## config.mk

```make
export PLATFORM = sky130hd
export DESIGN_NAME = draw_scheduler
export DESIGN_NICKNAME = d
export VERILOG_FILES = /design/src/rtl/draw_scheduler.sv
export SDC_FILE = /design/constraint.sdc
export NUM_CORES = 1
export LEC_CHECK = 0
export ABC_CLOCK_PERIOD_IN_PS = 4850
export CORE_AREA = 2 2 213 215
export CTS_CLUSTER_DIAMETER = 120
export CTS_CLUSTER_SIZE = 8
export DETAILED_ROUTE_END_ITERATION = 10
export DIE_AREA = 0 0 215 217
export PLACE_DENSITY = 0.45
export SLEW_MARGIN = 20
export SYNTH_ARGS = -nofsm -noshare
export SYNTH_HDL_FRONTEND = slang
export SYNTH_SLANG_ARGS = --single-unit
export TNS_END_PERCENT = 100
```

## constraint.sdc

```tcl
create_clock -name clock -period 4.85 [get_ports clock]
set_input_delay 1.455 -clock clock [delete_from_list [all_inputs] [get_ports clock]]
set_output_delay 1.455 -clock clock [all_outputs]
set_load 0.01 [all_outputs]
```

## src/rtl/draw_scheduler.sv

```systemverilog
// Sequences shape drawers each frame: clear screen, one player frame, then every obstacle.
// Legal configurations need N_ANIM >= 2 and N_SHAPES >= N_ANIM + 2.
module draw_scheduler #(
  parameter  int N_SHAPES = 18,
  parameter  int N_ANIM   = 7,
  parameter  int COORD_W  = 11,
  parameter  int COLOUR_W = 3,
  localparam int ID_W     = $clog2(N_SHAPES)
) (
  input  logic                           clock,
  input  logic                           reset,
  input  logic                           start_switch,
  input  logic                           jump_n,
  input  logic                           frame_tick,
  input  logic [N_SHAPES-1:0]            draw_done,
  input  logic [N_SHAPES*COORD_W-1:0]    x_bus,
  input  logic [N_SHAPES*COORD_W-1:0]    y_bus,
  input  logic [N_SHAPES*COLOUR_W-1:0]   colour_bus,
  output logic                           enable,
  output logic [N_SHAPES-1:0]            draw_start,
  output logic [N_SHAPES-1:0]            shape_reset,
  output logic [ID_W-1:0]                cur_id,
  output logic [COORD_W-1:0]             out_x,
  output logic [COORD_W-1:0]             out_y,
  output logic [COLOUR_W-1:0]            out_colour,
  output logic [7:0]                     overrun_count
);

  localparam logic [ID_W-1:0] CLR_ID     = ID_W'(N_SHAPES - 1);
  localparam logic [ID_W-1:0] FIRST_OBST = ID_W'(N_ANIM);
  localparam logic [ID_W-1:0] LAST_OBST  = ID_W'(N_SHAPES - 2);
  localparam logic [ID_W-1:0] IDLE_FRAME = ID_W'(N_ANIM - 1);
  localparam logic [ID_W-1:0] LAST_ANIM  = ID_W'(N_ANIM - 2);

  typedef enum logic [2:0] {S_IDLE, S_CLEAR, S_PLAYER, S_OBST, S_WAIT, S_SHUT} state_t;
  // GAP is the one idle cycle inserted when a draw is aborted by shutdown
  typedef enum logic [1:0] {PH_ISSUE, PH_RELEASE, PH_GAP} phase_t;

  state_t          state_q, state_d;
  phase_t          phase_q, phase_d;
  logic [ID_W-1:0] cur_id_q, cur_id_d;
  logic [ID_W-1:0] anim_idx_q, anim_idx_d;
  logic            anim_active_q, anim_active_d;
  logic            jump_pend_q, jump_pend_d;
  logic            tick_pend_q, tick_pend_d;
  logic [7:0]      overrun_q, overrun_d;

  logic drawing, running, done_hit;

  always_ff @(posedge clock) begin
    if (reset) begin
      state_q       <= S_IDLE;
      phase_q       <= PH_ISSUE;
      cur_id_q      <= CLR_ID;
      anim_idx_q    <= '0;
      anim_active_q <= 1'b0;
      jump_pend_q   <= 1'b0;
      tick_pend_q   <= 1'b0;
      overrun_q     <= 8'd0;
    end else begin
      state_q       <= state_d;
      phase_q       <= phase_d;
      cur_id_q      <= cur_id_d;
      anim_idx_q    <= anim_idx_d;
      anim_active_q <= anim_active_d;
      jump_pend_q   <= jump_pend_d;
      tick_pend_q   <= tick_pend_d;
      overrun_q     <= overrun_d;
    end
  end

  assign drawing = (state_q == S_CLEAR) || (state_q == S_PLAYER) ||
                   (state_q == S_OBST)  || (state_q == S_SHUT);
  assign running = (state_q == S_CLEAR) || (state_q == S_PLAYER) ||
                   (state_q == S_OBST)  || (state_q == S_WAIT);

  always_comb begin
    done_hit   = 1'b0;
    draw_start = '0;
    out_x      = '0;
    out_y      = '0;
    out_colour = '0;
    for (int k = 0; k < N_SHAPES; k++) begin
      if (cur_id_q == ID_W'(k)) begin
        done_hit      = draw_done[k];
        draw_start[k] = drawing && (phase_q == PH_ISSUE);
        out_x         = x_bus[k*COORD_W +: COORD_W];
        out_y         = y_bus[k*COORD_W +: COORD_W];
        out_colour    = colour_bus[k*COLOUR_W +: COLOUR_W];
      end
    end
  end

  assign enable        = (state_q != S_IDLE);
  assign shape_reset   = {N_SHAPES{state_q == S_IDLE}};
  assign cur_id        = cur_id_q;
  assign overrun_count = overrun_q;

  always_comb begin
    state_d       = state_q;
    phase_d       = phase_q;
    cur_id_d      = cur_id_q;
    anim_idx_d    = anim_idx_q;
    anim_active_d = anim_active_q;
    jump_pend_d   = jump_pend_q;
    tick_pend_d   = tick_pend_q;
    overrun_d     = overrun_q;

    if (state_q != S_IDLE && !jump_n) jump_pend_d = 1'b1;
    // A tick arriving while a frame is still being drawn is late: remember it and count it
    if (frame_tick && state_q != S_IDLE && state_q != S_WAIT) begin
      tick_pend_d = 1'b1;
      if (overrun_q != 8'hFF) overrun_d = overrun_q + 8'd1;
    end

    if (state_q == S_IDLE) begin
      cur_id_d = CLR_ID;
      if (start_switch) begin
        state_d = S_CLEAR;
        phase_d = PH_ISSUE;
      end
    end else if (running && !start_switch) begin
      state_d  = S_SHUT;
      phase_d  = PH_GAP;
      cur_id_d = CLR_ID;
    end else if (state_q == S_WAIT) begin
      if (frame_tick || tick_pend_q) begin
        state_d     = S_CLEAR;
        phase_d     = PH_ISSUE;
        cur_id_d    = CLR_ID;
        tick_pend_d = 1'b0;
      end
    end else begin
      unique case (phase_q)
        PH_ISSUE: if (done_hit) phase_d = PH_RELEASE;
        PH_GAP:   phase_d = PH_ISSUE;
        default: begin
          phase_d = PH_ISSUE;
          case (state_q)
            S_CLEAR: begin
              state_d = S_PLAYER;
              if (anim_active_q) begin
                cur_id_d = anim_idx_q;
              end else if (jump_pend_q) begin
                anim_active_d = 1'b1;
                jump_pend_d   = 1'b0;
                anim_idx_d    = '0;
                cur_id_d      = '0;
              end else begin
                cur_id_d = IDLE_FRAME;
              end
            end
            S_PLAYER: begin
              state_d  = S_OBST;
              cur_id_d = FIRST_OBST;
              if (anim_active_q) begin
                if (anim_idx_q == LAST_ANIM) begin
                  anim_active_d = 1'b0;
                  anim_idx_d    = '0;
                end else begin
                  anim_idx_d = anim_idx_q + ID_W'(1);
                end
              end
            end
            S_OBST: begin
              if (cur_id_q == LAST_OBST) begin
                state_d  = S_WAIT;
                cur_id_d = CLR_ID;
              end else begin
                cur_id_d = cur_id_q + ID_W'(1);
              end
            end
            default: begin
              state_d       = S_IDLE;
              cur_id_d      = CLR_ID;
              anim_active_d = 1'b0;
              anim_idx_d    = '0;
              jump_pend_d   = 1'b0;
              tick_pend_d   = 1'b0;
            end
          endcase
        end
      endcase
    end
  end

endmodule

```

==> reports/metrics.yaml <==
status: "completed"
holdPathStages: 2
tritoncts: "yes"
syn-instance-count: 981
final_cell_count_no_fill: 2157
tightest_slew_ns: 0.9854
rrSetupSlack_ns: 1.84
crit_path_top_delay_cell: "o41ai_4"
start_util_pct: 14.14
finalSetupViolations: 0
vias_per_cell: 4.992
synthToLayoutAreaGrowth_pct: 112.5
row_count: 78
cts_buffer_depth: 2
gp_congestion: 0.9307
dpl_worst_slack_ns: -0.7566
core-area_mm2: 0.04470
num_vias: 10767
ant_nets: 0
grt_pass1_vias: 10817
hp-class: "reg2reg"
crit_chain: "clkdlybuf4s50_1 -> nand2b_1 -> a21oi_1 -> o41ai_4 -> buf_4 -> o2111ai_4 -> a31oi_1 -> buf_2"
worstPathRequired_ns: 3.39
hold_path_end: "overrun_count[5]"
arrival_ns: 3.33
slowest_delay_ns: 0.50
cts_hold_buf: 0
cts_sinks: 26
drt_pass1_iterations: 5
layout.nets: 2027
critPathCaptureType: "primary output"
ys_top_cells_by_area: "a21oi_1, dfxtp_1, nor2_1"
synth-edff-count: 0
leakage_nw: 4.759
hpwl_um: 48220
overflow: 0
grt_pass1_wl_um: 78830
netlist_area_mm2: 0.006321
clock-root-buffer: "clkbuf_16"
r2r-end: "phase_q[0]"
rr_worst_depth: 10
clock_latency_ns: 0.26
synth_area_per_cell_um2: 6.443
rr_startpoint: "cur_id[0]"
startpoint_type: "primary input"
yosysUniqueCellTypes: 82
hold_viol_final: 0
rsz0062_at_grt: "false"
antenna_found_initial: 20
synth_area_leader_cell: "a21oi_1"
synth_ff_type: "dfxtp_1"
hold_start: "overrun_count[5]"
yosysTopAreaCellShare_pct: 9.026
cts_buffers: 3
p_per_area_mw_per_mm2: 129.0
route.detailed.drc: 0
ios: 548
drtIter0Drc: 676
dieArea_mm2: 0.04666
synth-seq-area-share_pct: 8.234
grt_max_degree: 37
synth_seq_cells: 26
finClkSkew_ns: 0.002967
ys_warn_count: 0
crit_fanout: 1
fin_ws_ns: 0.06390
drive_above_1_share_pct: 12.94
grt_usage_pct: 23.00
cap_violations: 0
path_clk_slew_ns: 0.07
port_buffers: 547
die_width_um: 215
synthArstFlopShare_pct: 0
fin_crit_ns: 4.786
wl_per_cell_um: 26.45
routed_wl_um: 57050
peakVddDrop_v: 0.0002125
drv_slew: 0
worst_slew_margin_rel_pct: 34.30
htreeDepth: 1
fin_crit_sh_pct: 98.68
crit_type: "in2out"
syn_nets: 1462
fmax_ghz: 0.2089
dp.cells: 2140
fp.dieH_um: 217
[flip-flops by register name, summed over array words and instances (netlist names)]
name	flops
anim_idx_q	5
state_q	3
tick_pend_q	1
overrun_count	8
phase_q	2
jump_pend_q	1
cur_id	5
anim_active_q	1
[timing repair]
item | CTS | global route
cloned | 0 | 0
buffers inserted | 0 | 3
gates resized for setup | 75 | 18
endpoints found under the setup margin | 25 | 11
pin swaps | 16 | 12
[report_power, final]
group          internal (mW)  total, mW  switching [mW]
sequential             0.233      0.265          0.0325
combinational          0.710       1.22           0.511
clock                  0.164      0.246          0.0814
total                   1.11       1.73           0.625
[through the flow]
| stage | hold slack, ns | power (mW) | cell area [um^2] | TNS (ns) | util [%] |
|---|---|---|---|---|---|
| floorplan | 0.4754 | 0.7916 | 6321 | 0 | - |
| global placement | 0.4903 | 1.502 | 13040 | -6.317 | 29.17 |
| detailed placement | 0.4932 | 1.502 | 13040 | -6.281 | 29.17 |
| CTS | 0.5094 | 1.748 | 13350 | -0.08390 | 29.87 |
| global route | 0.5401 | 1.834 | 13420 | 0 | 30.03 |
| finish | 0.5082 | 1.733 | 13430 | 0 | 30.05 |
[layer usage]
layer	routed length (um)	up-vias	global-route usage, %
li1	-	4984	-
met1	21760	5256	25.42
met2	29990	442	43.92
met3	3728	73	5.213
met4	1496	12	6.161
met5	75	-	0
[synth_stat cells, drive strengths merged, types with 9 or more instances]
cell and count:
clkbuf 46, a21oi 114, a221oi 35, a211oi 17, o21a 9, o21ai 71
buf 67, nor3 19, a222oi 9, o31ai 15, dfxtp 26, nand3 17
o221ai 24, o22a 12, or3 11, o211ai 15, inv 19, nand2b 15
a22oi 19, nor2 115, a31oi 11, nand2 79, o22ai 54, or4 14
[layout make-up]
cell class | instances | area (um^2)
fillers | 4962 | 31270
flip-flops and latches | 26 | 524.3
inverters | 21 | 78.83
clock inverters | 1 | 30.03
clock buffers | 3 | 75.07
well taps | 600 | 750.7
diodes | 12 | 30.03
repair buffers | 673 | 6496
multi-input cells | 821 | 5445
[cell usage in the layout, fill, tap and decap left out, types with 18 or more instances in the layout]
| cell | Yosys | routed |
|---|---|---|
| clkdlybuf4s50_1 | 0 | 521 |
| buf_4 | 23 | 117 |
| nor2_1 | 114 | 113 |
| a21oi_1 | 114 | 110 |
| nand2_1 | 78 | 75 |
| o21ai_0 | 57 | 55 |
| o22ai_1 | 54 | 54 |
| a221oi_1 | 32 | 24 |
| o221ai_1 | 24 | 24 |
| dfxtp_1 | 26 | 23 |
| inv_1 | 19 | 19 |
| a22oi_1 | 19 | 18 |
| dlygate4sd2_1 | 0 | 18 |
[how the worst max path moves through the flow]
stage / start / to / slack, ns / cells past startpoint
2_1_floorplan: cur_id[0] / out_y[5] / 0.37 / 13
5_1_grt: y_bus[103] / out_y[4] / 0.002 / 8
3_5_place_dp: x_bus[36] / out_x[3] / -0.76 / 8
6_report: x_bus[36] / out_x[3] / 0.06 / 8
3_3_place_gp: x_bus[36] / out_x[3] / -0.78 / 8
4_1_cts: x_bus[36] / out_x[3] / -0.08 / 8
[worst max-delay path: cells and delay by family]
family                 cells  cell delay (ns)
AND/OR/NAND/NOR            1             0.10
buffers and inverters      3             0.80
AO/OA/AOI/OAI              4             0.98
[logic make-up (layout without fill, tap and decap cells)]
| family | after synthesis | in the layout | share of synthesized area (%) |
|---|---|---|---|
| adders and majority gates | 8 | 8 | 1.584 |
| buffers and inverters | 134 | 698 | 10.69 |
| xor gates and xnor gates | 10 | 10 | 1.386 |
| other | 0 | 12 | 0 |
| and+or+nand+nor | 341 | 341 | 28.52 |
| AOI/OAI and AO/OA | 459 | 459 | 49.11 |
| muxes | 3 | 3 | 0.4751 |
| DFF | 26 | 26 | 8.234 |
Note: power is estimated with default switching activity, not from simulation.
